### src/rtl/id_ex_stage_if.sv
// ---------------------------------------------------------------------------
// id_ex_stage_if
// Bundle between the decode side of the pipeline and the ID/EX register.
//
// master : drives the decoded instruction (ID_*) plus HOLD / FLUSH, and
//          observes the registered stage contents (ID_EX_*), STALL and
//          BubbleCount.
// slave  : the ID/EX register itself (id_ex_stage).
// ---------------------------------------------------------------------------
interface id_ex_stage_if #(
  parameter int DATA_WIDTH     = 64,
  parameter int REG_ADDR_WIDTH = 5,
  parameter int CNT_WIDTH      = 16
);

  // Pipeline control from the rest of the core
  logic                      HOLD;
  logic                      FLUSH;

  // Decoded instruction sitting in ID
  logic                      ID_Valid;
  logic [REG_ADDR_WIDTH-1:0] ID_RegisterRn1;
  logic [REG_ADDR_WIDTH-1:0] ID_RegisterRm2;
  logic                      ID_UsesRm;
  logic [REG_ADDR_WIDTH-1:0] ID_RegisterRd;
  logic [DATA_WIDTH-1:0]     ID_RegData1;
  logic [DATA_WIDTH-1:0]     ID_RegData2;
  logic [DATA_WIDTH-1:0]     ID_SignExtImm;
  logic [DATA_WIDTH-1:0]     ID_PC;
  logic                      ID_RegWrite;
  logic                      ID_MemRead;
  logic                      ID_MemWrite;
  logic                      ID_MemtoReg;
  logic                      ID_ALUSrc;
  logic                      ID_Branch;
  logic [1:0]                ID_ALUOp;

  // Registered stage contents presented to EX and the forwarding unit
  logic                      ID_EX_Valid;
  logic [REG_ADDR_WIDTH-1:0] ID_EX_RegisterRn1;
  logic [REG_ADDR_WIDTH-1:0] ID_EX_RegisterRm2;
  logic                      ID_EX_UsesRm;
  logic [REG_ADDR_WIDTH-1:0] ID_EX_RegisterRd;
  logic [DATA_WIDTH-1:0]     ID_EX_RegData1;
  logic [DATA_WIDTH-1:0]     ID_EX_RegData2;
  logic [DATA_WIDTH-1:0]     ID_EX_SignExtImm;
  logic [DATA_WIDTH-1:0]     ID_EX_PC;
  logic                      ID_EX_RegWrite;
  logic                      ID_EX_MemRead;
  logic                      ID_EX_MemWrite;
  logic                      ID_EX_MemtoReg;
  logic                      ID_EX_ALUSrc;
  logic                      ID_EX_Branch;
  logic [1:0]                ID_EX_ALUOp;

  // Hazard outputs
  logic                      STALL;
  logic [CNT_WIDTH-1:0]      BubbleCount;

  modport master (
    output HOLD, FLUSH, ID_Valid, ID_RegisterRn1, ID_RegisterRm2, ID_UsesRm,
           ID_RegisterRd, ID_RegData1, ID_RegData2, ID_SignExtImm, ID_PC,
           ID_RegWrite, ID_MemRead, ID_MemWrite, ID_MemtoReg, ID_ALUSrc,
           ID_Branch, ID_ALUOp,
    input  ID_EX_Valid, ID_EX_RegisterRn1, ID_EX_RegisterRm2, ID_EX_UsesRm,
           ID_EX_RegisterRd, ID_EX_RegData1, ID_EX_RegData2, ID_EX_SignExtImm,
           ID_EX_PC, ID_EX_RegWrite, ID_EX_MemRead, ID_EX_MemWrite,
           ID_EX_MemtoReg, ID_EX_ALUSrc, ID_EX_Branch, ID_EX_ALUOp,
           STALL, BubbleCount
  );

  modport slave (
    input  HOLD, FLUSH, ID_Valid, ID_RegisterRn1, ID_RegisterRm2, ID_UsesRm,
           ID_RegisterRd, ID_RegData1, ID_RegData2, ID_SignExtImm, ID_PC,
           ID_RegWrite, ID_MemRead, ID_MemWrite, ID_MemtoReg, ID_ALUSrc,
           ID_Branch, ID_ALUOp,
    output ID_EX_Valid, ID_EX_RegisterRn1, ID_EX_RegisterRm2, ID_EX_UsesRm,
           ID_EX_RegisterRd, ID_EX_RegData1, ID_EX_RegData2, ID_EX_SignExtImm,
           ID_EX_PC, ID_EX_RegWrite, ID_EX_MemRead, ID_EX_MemWrite,
           ID_EX_MemtoReg, ID_EX_ALUSrc, ID_EX_Branch, ID_EX_ALUOp,
           STALL, BubbleCount
  );

endinterface

### src/rtl/id_ex_stage.sv
// ---------------------------------------------------------------------------
// id_ex_stage
// ID/EX pipeline register of the five-stage ARMv8 core, with load-use hazard
// detection, branch flush, global hold and a saturating bubble counter.
//
// Ports:
//   CLOCK    rising-edge clock
//   RESET_N  asynchronous active-low reset
//   bus      id_ex_stage_if.slave: ID_* decoded instruction, HOLD, FLUSH in;
//            ID_EX_* stage contents, STALL (combinational), BubbleCount out
// ---------------------------------------------------------------------------
module id_ex_stage #(
  parameter int DATA_WIDTH     = 64,
  parameter int REG_ADDR_WIDTH = 5,
  parameter int ZERO_REG       = 31,
  parameter int CNT_WIDTH      = 16
) (
  input  logic         CLOCK,
  input  logic         RESET_N,
  id_ex_stage_if.slave bus
);

  typedef struct packed {
    logic                      valid;
    logic [REG_ADDR_WIDTH-1:0] rn1;
    logic [REG_ADDR_WIDTH-1:0] rm2;
    logic                      uses_rm;
    logic [REG_ADDR_WIDTH-1:0] rd;
    logic [DATA_WIDTH-1:0]     reg_data1;
    logic [DATA_WIDTH-1:0]     reg_data2;
    logic [DATA_WIDTH-1:0]     sign_ext_imm;
    logic [DATA_WIDTH-1:0]     pc;
    logic                      reg_write;
    logic                      mem_read;
    logic                      mem_write;
    logic                      mem_to_reg;
    logic                      alu_src;
    logic                      branch;
    logic [1:0]                alu_op;
  } stage_t;

  localparam logic [REG_ADDR_WIDTH-1:0] ZERO_IDX = REG_ADDR_WIDTH'(ZERO_REG);
  localparam logic [CNT_WIDTH-1:0]      CNT_MAX  = '1;

  // A bubble carries XZR in every register field so the forwarding unit
  // never sees a match against it; this is also the reset image.
  function automatic stage_t bubble_value();
    stage_t b;
    b     = '0;
    b.rn1 = ZERO_IDX;
    b.rm2 = ZERO_IDX;
    b.rd  = ZERO_IDX;
    return b;
  endfunction

  localparam stage_t BUBBLE = bubble_value();

  stage_t                stage_q, stage_d, capture;
  logic [CNT_WIDTH-1:0]  bubble_cnt_q, bubble_cnt_d;
  logic                  load_use;

  // Snapshot of the instruction currently presented by ID.
  always_comb begin
    capture              = '0;
    capture.valid        = 1'b1;
    capture.rn1          = bus.ID_RegisterRn1;
    capture.rm2          = bus.ID_RegisterRm2;
    capture.uses_rm      = bus.ID_UsesRm;
    capture.rd           = bus.ID_RegisterRd;
    capture.reg_data1    = bus.ID_RegData1;
    capture.reg_data2    = bus.ID_RegData2;
    capture.sign_ext_imm = bus.ID_SignExtImm;
    capture.pc           = bus.ID_PC;
    capture.reg_write    = bus.ID_RegWrite;
    capture.mem_read     = bus.ID_MemRead;
    capture.mem_write    = bus.ID_MemWrite;
    capture.mem_to_reg   = bus.ID_MemtoReg;
    capture.alu_src      = bus.ID_ALUSrc;
    capture.branch       = bus.ID_Branch;
    capture.alu_op       = bus.ID_ALUOp;
  end

  // A load in EX whose destination feeds the instruction in ID. Loads to XZR
  // never create a dependency, and Rm only counts when it is actually read.
  assign load_use = stage_q.valid & stage_q.mem_read & bus.ID_Valid &
                    (stage_q.rd != ZERO_IDX) &
                    ((stage_q.rd == bus.ID_RegisterRn1) |
                     (bus.ID_UsesRm & (stage_q.rd == bus.ID_RegisterRm2)));

  // A flush discards the dependent instruction and HOLD freezes the front
  // end anyway, so neither should also stall fetch.
  assign bus.STALL = load_use & ~bus.FLUSH & ~bus.HOLD;

  // Priority: flush, hold, load-use bubble, idle bubble, normal capture.
  // Only load-use bubbles are counted.
  always_comb begin
    stage_d      = stage_q;
    bubble_cnt_d = bubble_cnt_q;
    if (bus.FLUSH) begin
      stage_d = BUBBLE;
    end else if (!bus.HOLD) begin
      if (load_use) begin
        stage_d = BUBBLE;
        if (bubble_cnt_q != CNT_MAX) begin
          bubble_cnt_d = bubble_cnt_q + CNT_WIDTH'(1);
        end
      end else if (!bus.ID_Valid) begin
        stage_d = BUBBLE;
      end else begin
        stage_d = capture;
      end
    end
  end

  always_ff @(posedge CLOCK or negedge RESET_N) begin
    if (!RESET_N) begin
      stage_q      <= BUBBLE;
      bubble_cnt_q <= '0;
    end else begin
      stage_q      <= stage_d;
      bubble_cnt_q <= bubble_cnt_d;
    end
  end

  assign bus.ID_EX_Valid       = stage_q.valid;
  assign bus.ID_EX_RegisterRn1 = stage_q.rn1;
  assign bus.ID_EX_RegisterRm2 = stage_q.rm2;
  assign bus.ID_EX_UsesRm      = stage_q.uses_rm;
  assign bus.ID_EX_RegisterRd  = stage_q.rd;
  assign bus.ID_EX_RegData1    = stage_q.reg_data1;
  assign bus.ID_EX_RegData2    = stage_q.reg_data2;
  assign bus.ID_EX_SignExtImm  = stage_q.sign_ext_imm;
  assign bus.ID_EX_PC          = stage_q.pc;
  assign bus.ID_EX_RegWrite    = stage_q.reg_write;
  assign bus.ID_EX_MemRead     = stage_q.mem_read;
  assign bus.ID_EX_MemWrite    = stage_q.mem_write;
  assign bus.ID_EX_MemtoReg    = stage_q.mem_to_reg;
  assign bus.ID_EX_ALUSrc      = stage_q.alu_src;
  assign bus.ID_EX_Branch      = stage_q.branch;
  assign bus.ID_EX_ALUOp       = stage_q.alu_op;
  assign bus.BubbleCount       = bubble_cnt_q;

endmodule

### src/flat_wrapper.sv
// flat-port wrapper written by rule: the top's interface ports become plain ports
module id_ex_stage_flat 
#(
  parameter int DATA_WIDTH     = 64,
  parameter int REG_ADDR_WIDTH = 5,
  parameter int ZERO_REG       = 31,
  parameter int CNT_WIDTH      = 16
)
  (CLOCK, RESET_N, bus_HOLD, bus_FLUSH, bus_ID_Valid, bus_ID_RegisterRn1, bus_ID_RegisterRm2, bus_ID_UsesRm, bus_ID_RegisterRd, bus_ID_RegData1, bus_ID_RegData2, bus_ID_SignExtImm, bus_ID_PC, bus_ID_RegWrite, bus_ID_MemRead, bus_ID_MemWrite, bus_ID_MemtoReg, bus_ID_ALUSrc, bus_ID_Branch, bus_ID_ALUOp, bus_ID_EX_Valid, bus_ID_EX_RegisterRn1, bus_ID_EX_RegisterRm2, bus_ID_EX_UsesRm, bus_ID_EX_RegisterRd, bus_ID_EX_RegData1, bus_ID_EX_RegData2, bus_ID_EX_SignExtImm, bus_ID_EX_PC, bus_ID_EX_RegWrite, bus_ID_EX_MemRead, bus_ID_EX_MemWrite, bus_ID_EX_MemtoReg, bus_ID_EX_ALUSrc, bus_ID_EX_Branch, bus_ID_EX_ALUOp, bus_STALL, bus_BubbleCount);
  id_ex_stage_if #(.DATA_WIDTH(DATA_WIDTH), .REG_ADDR_WIDTH(REG_ADDR_WIDTH), .CNT_WIDTH(CNT_WIDTH)) bus_i ();
  input  logic CLOCK;
  input  logic RESET_N;
  input wire logic [$bits(bus_i.HOLD)-1:0] bus_HOLD;
  input wire logic [$bits(bus_i.FLUSH)-1:0] bus_FLUSH;
  input wire logic [$bits(bus_i.ID_Valid)-1:0] bus_ID_Valid;
  input wire logic [$bits(bus_i.ID_RegisterRn1)-1:0] bus_ID_RegisterRn1;
  input wire logic [$bits(bus_i.ID_RegisterRm2)-1:0] bus_ID_RegisterRm2;
  input wire logic [$bits(bus_i.ID_UsesRm)-1:0] bus_ID_UsesRm;
  input wire logic [$bits(bus_i.ID_RegisterRd)-1:0] bus_ID_RegisterRd;
  input wire logic [$bits(bus_i.ID_RegData1)-1:0] bus_ID_RegData1;
  input wire logic [$bits(bus_i.ID_RegData2)-1:0] bus_ID_RegData2;
  input wire logic [$bits(bus_i.ID_SignExtImm)-1:0] bus_ID_SignExtImm;
  input wire logic [$bits(bus_i.ID_PC)-1:0] bus_ID_PC;
  input wire logic [$bits(bus_i.ID_RegWrite)-1:0] bus_ID_RegWrite;
  input wire logic [$bits(bus_i.ID_MemRead)-1:0] bus_ID_MemRead;
  input wire logic [$bits(bus_i.ID_MemWrite)-1:0] bus_ID_MemWrite;
  input wire logic [$bits(bus_i.ID_MemtoReg)-1:0] bus_ID_MemtoReg;
  input wire logic [$bits(bus_i.ID_ALUSrc)-1:0] bus_ID_ALUSrc;
  input wire logic [$bits(bus_i.ID_Branch)-1:0] bus_ID_Branch;
  input wire logic [$bits(bus_i.ID_ALUOp)-1:0] bus_ID_ALUOp;
  output wire logic [$bits(bus_i.ID_EX_Valid)-1:0] bus_ID_EX_Valid;
  output wire logic [$bits(bus_i.ID_EX_RegisterRn1)-1:0] bus_ID_EX_RegisterRn1;
  output wire logic [$bits(bus_i.ID_EX_RegisterRm2)-1:0] bus_ID_EX_RegisterRm2;
  output wire logic [$bits(bus_i.ID_EX_UsesRm)-1:0] bus_ID_EX_UsesRm;
  output wire logic [$bits(bus_i.ID_EX_RegisterRd)-1:0] bus_ID_EX_RegisterRd;
  output wire logic [$bits(bus_i.ID_EX_RegData1)-1:0] bus_ID_EX_RegData1;
  output wire logic [$bits(bus_i.ID_EX_RegData2)-1:0] bus_ID_EX_RegData2;
  output wire logic [$bits(bus_i.ID_EX_SignExtImm)-1:0] bus_ID_EX_SignExtImm;
  output wire logic [$bits(bus_i.ID_EX_PC)-1:0] bus_ID_EX_PC;
  output wire logic [$bits(bus_i.ID_EX_RegWrite)-1:0] bus_ID_EX_RegWrite;
  output wire logic [$bits(bus_i.ID_EX_MemRead)-1:0] bus_ID_EX_MemRead;
  output wire logic [$bits(bus_i.ID_EX_MemWrite)-1:0] bus_ID_EX_MemWrite;
  output wire logic [$bits(bus_i.ID_EX_MemtoReg)-1:0] bus_ID_EX_MemtoReg;
  output wire logic [$bits(bus_i.ID_EX_ALUSrc)-1:0] bus_ID_EX_ALUSrc;
  output wire logic [$bits(bus_i.ID_EX_Branch)-1:0] bus_ID_EX_Branch;
  output wire logic [$bits(bus_i.ID_EX_ALUOp)-1:0] bus_ID_EX_ALUOp;
  output wire logic [$bits(bus_i.STALL)-1:0] bus_STALL;
  output wire logic [$bits(bus_i.BubbleCount)-1:0] bus_BubbleCount;
  assign bus_i.HOLD = bus_HOLD;
  assign bus_i.FLUSH = bus_FLUSH;
  assign bus_i.ID_Valid = bus_ID_Valid;
  assign bus_i.ID_RegisterRn1 = bus_ID_RegisterRn1;
  assign bus_i.ID_RegisterRm2 = bus_ID_RegisterRm2;
  assign bus_i.ID_UsesRm = bus_ID_UsesRm;
  assign bus_i.ID_RegisterRd = bus_ID_RegisterRd;
  assign bus_i.ID_RegData1 = bus_ID_RegData1;
  assign bus_i.ID_RegData2 = bus_ID_RegData2;
  assign bus_i.ID_SignExtImm = bus_ID_SignExtImm;
  assign bus_i.ID_PC = bus_ID_PC;
  assign bus_i.ID_RegWrite = bus_ID_RegWrite;
  assign bus_i.ID_MemRead = bus_ID_MemRead;
  assign bus_i.ID_MemWrite = bus_ID_MemWrite;
  assign bus_i.ID_MemtoReg = bus_ID_MemtoReg;
  assign bus_i.ID_ALUSrc = bus_ID_ALUSrc;
  assign bus_i.ID_Branch = bus_ID_Branch;
  assign bus_i.ID_ALUOp = bus_ID_ALUOp;
  assign bus_ID_EX_Valid = bus_i.ID_EX_Valid;
  assign bus_ID_EX_RegisterRn1 = bus_i.ID_EX_RegisterRn1;
  assign bus_ID_EX_RegisterRm2 = bus_i.ID_EX_RegisterRm2;
  assign bus_ID_EX_UsesRm = bus_i.ID_EX_UsesRm;
  assign bus_ID_EX_RegisterRd = bus_i.ID_EX_RegisterRd;
  assign bus_ID_EX_RegData1 = bus_i.ID_EX_RegData1;
  assign bus_ID_EX_RegData2 = bus_i.ID_EX_RegData2;
  assign bus_ID_EX_SignExtImm = bus_i.ID_EX_SignExtImm;
  assign bus_ID_EX_PC = bus_i.ID_EX_PC;
  assign bus_ID_EX_RegWrite = bus_i.ID_EX_RegWrite;
  assign bus_ID_EX_MemRead = bus_i.ID_EX_MemRead;
  assign bus_ID_EX_MemWrite = bus_i.ID_EX_MemWrite;
  assign bus_ID_EX_MemtoReg = bus_i.ID_EX_MemtoReg;
  assign bus_ID_EX_ALUSrc = bus_i.ID_EX_ALUSrc;
  assign bus_ID_EX_Branch = bus_i.ID_EX_Branch;
  assign bus_ID_EX_ALUOp = bus_i.ID_EX_ALUOp;
  assign bus_STALL = bus_i.STALL;
  assign bus_BubbleCount = bus_i.BubbleCount;
  id_ex_stage #(.DATA_WIDTH(DATA_WIDTH), .REG_ADDR_WIDTH(REG_ADDR_WIDTH), .ZERO_REG(ZERO_REG), .CNT_WIDTH(CNT_WIDTH)) u_core (.CLOCK(CLOCK), .RESET_N(RESET_N), .bus(bus_i));
endmodule
### config.mk
export PLATFORM = sky130hd
export DESIGN_NAME = id_ex_stage_flat
export DESIGN_NICKNAME = d
export VERILOG_FILES = /design/src/rtl/id_ex_stage_if.sv /design/src/rtl/id_ex_stage.sv /design/src/flat_wrapper.sv
export SDC_FILE = /design/constraint.sdc
export NUM_CORES = 1
export LEC_CHECK = 0
export CAP_MARGIN = 20
export CORE_AREA = 2 2 224 226
export CTS_BUF_LIST = sky130_fd_sc_hd__clkbuf_16
export DETAILED_ROUTE_END_ITERATION = 16
export DIE_AREA = 0 0 226 228
export PLACE_DENSITY = 0.6
export SLEW_MARGIN = 10
export SYNTH_ARGS = -nofsm -noshare
export SYNTH_HDL_FRONTEND = slang
export SYNTH_SLANG_ARGS = --single-unit
### constraint.sdc
create_clock -name CLOCK -period 1.9 [get_ports CLOCK]
set_input_delay 0.38 -clock CLOCK [delete_from_list [all_inputs] [get_ports CLOCK]]
set_output_delay 0.38 -clock CLOCK [all_outputs]
set_load 0.1 [all_outputs]
* Word-level counts from Yosys, hierarchy flattened
Index checks and enable logic that the tools add are counted. W data, S select, Z words.
Word-level totals: word-level logic and storage cells 38, bits in registers 297, output and inout bits 298, input port bits 285
Operators by class: mux-type cells 4, equal/unequal tests 5, add/subtract/negate cells 1, reduce and logical (&&, ||, !) cells 1, bitwise operators 10
Operators by type and width (count):
- $mux W281 | 4
- $add A16 B1 Y16 const B | 1
- $ne A16 B16 Y1 const B | 1
- $eq A5 B5 Y1 | 2
- $and A1 B1 Y1 | 7
- $ne A5 B5 Y1 const B | 1
- $reduce_and A4 Y1 | 1
- $ne A2 B1 Y1 const B | 1
- $not A1 Y1 | 2
- $or A1 B1 Y1 | 1

* Logic depth before layout (Yosys ltp)
word-level depth 7, mapped depth 7, gate-level depth less buffers 6

* Worst setup path after synthesis
OpenSTA, ideal clock, no wires.
path type reg-to-output, start reg u_core.stage_q, in the netlist u_core.bus.ID_EX_RegisterRd[3], end out bus_STALL, data arrival time 3051 ps, stages on the path, launching flop included 6, path buffers 1, path slack -1531 ps, required time 1520 ps, cell sequence dfstp_2 > xor2_1 > nor4_1 > a32oi_2 > buf_2 > nor2_1
On the way: cells in the longest elaborated chain, start to end 6, elaborated cells on any way between the ends 9, classes of those cells eq/ne (3); bitwise (6)
RTL lines:
- from (decl) | RTL line id_ex_stage.sv:58 | stage_t stage_q, stage_d, capture;
- from (signal assigned) | RTL line id_ex_stage.sv:120 | stage_q <= stage_d;
- $eq A5 B5 Y1 | RTL line id_ex_stage.sv:88 | (bus.ID_UsesRm & (stage_q.rd == bus.ID_RegisterRm2)));
- $and A1 B1 Y1 | RTL line id_ex_stage.sv:88
- $or A1 B1 Y1 | RTL line id_ex_stage.sv:87 | ((stage_q.rd == bus.ID_RegisterRn1) |
- $and A1 B1 Y1 (*) | RTL line id_ex_stage.sv:86 | (stage_q.rd != ZERO_IDX) &
- $and A1 B1 Y1 (*) (2 in series) | RTL line id_ex_stage.sv:92 | assign bus.STALL = load_use & ~bus.FLUSH & ~bus.HOLD;
- to (decl) | RTL line flat_wrapper.sv:47 | output wire logic [$bits(bus_i.STALL)-1:0] bus_STALL;
Mark *: on every way between the ends. The rest lies on a longest branch, timed or not.

* Final worst setup path
start reg u_core.stage_q, in the netlist u_core.bus.ID_EX_RegisterRd[4], end out bus_STALL
Same word-level chain as after synthesis.

==> results <==
==> stage by stage <==
step,setup WS [ns],cells,TNS (ns),utilization
6_report,-0.691,2131,-153.46,0.428
5_1_grt,-0.785,2131,-174.50,0.428
4_1_cts,-0.750,2077,-170.16,0.403
3_5_place_dp,-0.678,1999,-182.45,0.375
3_3_place_gp,-0.775,1999,-202.57,0.375
2_1_floorplan,-0.588,731,-121.77,-
==> power breakdown <==
part           total (uW)  switching (uW)  leakage, uW  internal (uW)
combinational        3930            2460      0.00534           1470
sequential           6750             181      0.00398           6570
clock                6170            2670     0.000550           3500
==> critical path, stage by stage (launching register included) <==
cell and delay [ns]:
dfstp_4 0.61, xor2_1 0.06, nor4_1 0.29, buf_4 0.17, a32oi_4 0.10, buf_6 0.15
nor2_4 0.11, buf_12 0.18
==> what timing repair did <==
action,4_1_cts,5_1_grt
buffers inserted,9,24
pin swaps,3,35
hold buffers,1,0
resized for setup,14,97
hold endpoints to repair,29,0
endpoints found under the setup margin,298,298
cloned,6,36
==> cells in the mapped netlist <==
master       n  share of area
and4_1       1        0.00080
o21ai_0      1        0.00046
nor2b_1      1        0.00057
o21a_1       1        0.00069
dfstp_2     15          0.036
nor4_1       6         0.0034
and2_1       2         0.0011
mux2_2       4         0.0041
inv_2        1        0.00034
and3_1       6         0.0034
nor2_1       3         0.0010
a31oi_1      1        0.00057
ha_1         1         0.0011
nand3_1      6         0.0027
dfrtp_1    282           0.64
nand2b_1     3         0.0017
o2111ai_1    1        0.00080
nand4_1      5         0.0029
o22a_1      15          0.012
nand2_1     11         0.0038
buf_4        1        0.00069
xor2_1      21          0.017
buf_6       27          0.028
a22o_1     265           0.21
a32oi_2      1         0.0015
or3_1        1        0.00057
o21ai_1      1        0.00046
nor3_1      12         0.0055
xnor2_1      1        0.00080
clkbuf_1    32          0.011
buf_2        3         0.0014
==> cells by family (layout without fill, tap and decap cells) <==
logic type / after synthesis / after routing / synth area share
DFF: 297 / 297 / 0.680
AOI/OAI and AO/OA: 286 / 287 / 0.228
buffers and inverters: 64 / 790 / 0.0411
and+or+nand+nor: 57 / 57 / 0.0275
xor gates and xnor gates: 22 / 22 / 0.0176
muxes: 4 / 4 / 0.00411
adders and majority gates: 1 / 1 / 0.00114
other: 0 / 1 / 0
==> area by class of cell <==
cell class	count	area, um^2
fillers	4464	28200
repair buffers	727	8400
clock inverters	25	110
well taps	672	841
diodes	1	2.50
inverters	1	3.75
flip-flops and latches	297	7490
clock buffers	37	926
multi-input cells	371	3330
==> worst paths after layout <==
| check | startpoint | end | depth (start not counted) | slack (ns) |
|---|---|---|---|---|
| max reg2reg | u_core.bus.ID_EX_RegisterRd[4] | u_core.bus.ID_EX_PC[5] | 11 | -0.68 |
| max | u_core.bus.ID_EX_RegisterRd[4] | bus_STALL | 7 | -0.69 |
| max in group asynchronous | RESET_N | u_core.bus.ID_EX_RegisterRd[1] | 3 | 0.83 |
| min | RESET_N | u_core.bus.BubbleCount[1] | 2 | 0.36 |
| min in group CLOCK | bus_ID_RegData1[3] | u_core.bus.ID_EX_RegData1[3] | 2 | 0.46 |
| min reg2reg | u_core.bus.ID_EX_RegData1[17] | u_core.bus.ID_EX_RegData1[17] | 1 | 0.50 |
==> routing by layer <==
metal | GRT usage | part of all wire
met1 | 0.188 | 0.41
met2 | 0.247 | 0.48
met3 | 0.0520 | 0.084
met4 | 0.0497 | 0.023
met5 | 0 | 0
==> flip-flops by register name, indices dropped and copies added (netlist names), 2 cells and up <==
name                          flops
u_core.bus.ID_EX_PC              64
u_core.bus.ID_EX_RegData1        64
u_core.bus.ID_EX_RegData2        64
u_core.bus.ID_EX_SignExtImm      64
u_core.bus.BubbleCount           16
u_core.bus.ID_EX_RegisterRd       5
u_core.bus.ID_EX_RegisterRm2      5
u_core.bus.ID_EX_RegisterRn1      5
u_core.bus.ID_EX_ALUOp            2
==> impl_results.html <==
<table>
<tr><th>Metric</th><th>Value</th></tr>
<tr><th colspan="2">Die</th></tr>
<tr><td>Die X</td><td>226 um</td></tr>
<tr><td>Full die area</td><td>51500 um^2</td></tr>
<tr><td>Ports</td><td>583</td></tr>
<tr><td>Number of placement rows</td><td>82</td></tr>
<tr><td>Core region area</td><td>49300 um^2</td></tr>
<tr><td>Vert. Die Dim</td><td>about 230 um</td></tr>
<tr><td>Initial Utilization</td><td>0.222</td></tr>
<tr><th colspan="2">Yosys</th></tr>
<tr><td>Sequential cell area fraction in the yosys report</td><td>0.680</td></tr>
<tr><td>Post-synth net total</td><td>about 1000</td></tr>
<tr><td>Seq cells post-synth</td><td>around 300</td></tr>
<tr><td>Post-synthesis instance total</td><td>731</td></tr>
<tr><td>Mean instance size in the synthesized netlist</td><td>15.0 um^2</td></tr>
<tr><td>Yosys warning total</td><td>0</td></tr>
<tr><td>Yosys cell types</td><td>31</td></tr>
<tr><td>Area of the mapped netlist</td><td>between 10000 and 15000 um^2</td></tr>
<tr><th colspan="2">Hold path</th></tr>
<tr><td>Min-Delay Path Class</td><td>in -&gt; async</td></tr>
<tr><th colspan="2">CTS</th></tr>
<tr><td>Clock tree from TritonCTS</td><td>built</td></tr>
<tr><td>Total CTS buffers</td><td>35</td></tr>
<tr><td>Clock Sinks</td><td>297</td></tr>
<tr><td>H-tree levels</td><td>2</td></tr>
<tr><td>Insertion delay to the later sink of the worst-skew pair</td><td>~0.53 ns</td></tr>
<tr><td>Clock tree root driver cell</td><td>clkbuf_16</td></tr>
<tr><td>Clock transition at the register clock pins on the worst setup and hold paths after CTS</td><td>around 0.060 ns</td></tr>
<tr><td>Number of buffers on the longest clock path</td><td>3</td></tr>
<tr><th colspan="2">STA</th></tr>
<tr><td>Worst hold slack</td><td>between 0.3 and 0.4 ns</td></tr>
<tr><td>Setup repair after global routing missed its margin</td><td>true</td></tr>
<tr><td>Final number of hold-violating endpoints</td><td>0</td></tr>
<tr><td>Final-report setup violation count</td><td>between 200 and 300</td></tr>
<tr><td>Transition time of the tightest slew-check pin</td><td>~0.79 ns</td></tr>
<tr><td>Shortest clock period the worst path allows after layout</td><td>approximately 2.6 ns</td></tr>
<tr><td>Worst Setup Slack, final</td><td>-0.691 ns</td></tr>
<tr><td>Max-slew violation count</td><td>0</td></tr>
<tr><td>Crit share post-route</td><td>1.36</td></tr>
<tr><td>Setup Skew</td><td>0.0182 ns</td></tr>
<tr><td>Peak Freq</td><td>a little under 400 MHz</td></tr>
<tr><td>Worst relative slew slack</td><td>0.470</td></tr>
<tr><th colspan="2">Detailed routing</th></tr>
<tr><td>Sum of routed wire length over all layers</td><td>45.0 mm</td></tr>
<tr><td>Average routed wire per standard cell</td><td>~21 um</td></tr>
<tr><td>1st-iter DRT viols</td><td>494</td></tr>
<tr><td>Number of design rule violations left after detail routing</td><td>0</td></tr>
<tr><td>Vias</td><td>9475</td></tr>
<tr><td>Number of optimization iterations in the first detailed-route pass</td><td>4</td></tr>
<tr><td>Antenna violation net count after detailed routing</td><td>0</td></tr>
<tr><td>Vias per std cell</td><td>between 4 and 5</td></tr>
<tr><th colspan="2">Critical path</th></tr>
<tr><td>Worst Setup Start Kind</td><td>flip-flop</td></tr>
<tr><td>Highest net fanout along the worst path</td><td>2</td></tr>
<tr><td>Crit Path Category</td><td>reg -&gt; out</td></tr>
<tr><td>Kind of end point of the critical path</td><td>output pin</td></tr>
<tr><td>Required time of the critical path</td><td>approximately 1.5 ns</td></tr>
<tr><td>Arrival time at the worst endpoint</td><td>2.21 ns</td></tr>
<tr><th colspan="2">Run status</th></tr>
<tr><td>Violated checks</td><td>setup timing</td></tr>
<tr><td>Run status</td><td>complete, but fails checks</td></tr>
<tr><th colspan="2">Layout</th></tr>
<tr><td>Finished Cell Area</td><td>21100 um^2</td></tr>
<tr><td>Top library cells by usage in the layout, fill and taps aside</td><td>clkdlybuf4s50_1, dfrtp_1, a22o_1, buf_4, buf_12</td></tr>
<tr><td>Share of final-layout standard cells stronger than drive strength 1</td><td>0.374</td></tr>
<tr><td>Synth-to-Final Area Change</td><td>92.6%</td></tr>
<tr><td>Number of nets at the end of the flow</td><td>1719</td></tr>
<tr><td>Most common library cell in the layout ignoring fill and taps</td><td>clkdlybuf4s50_1</td></tr>
<tr><th colspan="2">GRT</th></tr>
<tr><td>Initial antenna violation count</td><td>1</td></tr>
<tr><td>Global-route wire length before repair</td><td>60.4 mm</td></tr>
<tr><td>Pin count of the biggest net entering global routing</td><td>78</td></tr>
<tr><td>Remaining global-route overflow</td><td>0</td></tr>
<tr><td>Tot GR Track Use</td><td>0.152</td></tr>
<tr><td>Via count of the first global-routing pass</td><td>9769</td></tr>
<tr><th colspan="2">Power and ir drop</th></tr>
<tr><td>Maximum vdd ir drop</td><td>455 uV</td></tr>
<tr><td>Post-layout power</td><td>16800 uW</td></tr>
<tr><td>Leakage power summed over all cells</td><td>roughly 0.0099 uW</td></tr>
<tr><td>Power density relative to cell area</td><td>798 nW/um^2</td></tr>
<tr><th colspan="2">Flow run</th></tr>
<tr><td>Maximum Capacitance Violations</td><td>0</td></tr>
<tr><th colspan="2">Place</th></tr>
<tr><td>Detail Placement HPWL</td><td>between 20 and 30 mm</td></tr>
<tr><td>Placed standard-cell area</td><td>18500 um^2</td></tr>
<tr><td>Routability-driven placement congestion ratio</td><td>0.812</td></tr>
<tr><td>Port Buffer Count</td><td>582</td></tr>
</table>
Note: power is estimated with default switching activity, not from simulation.
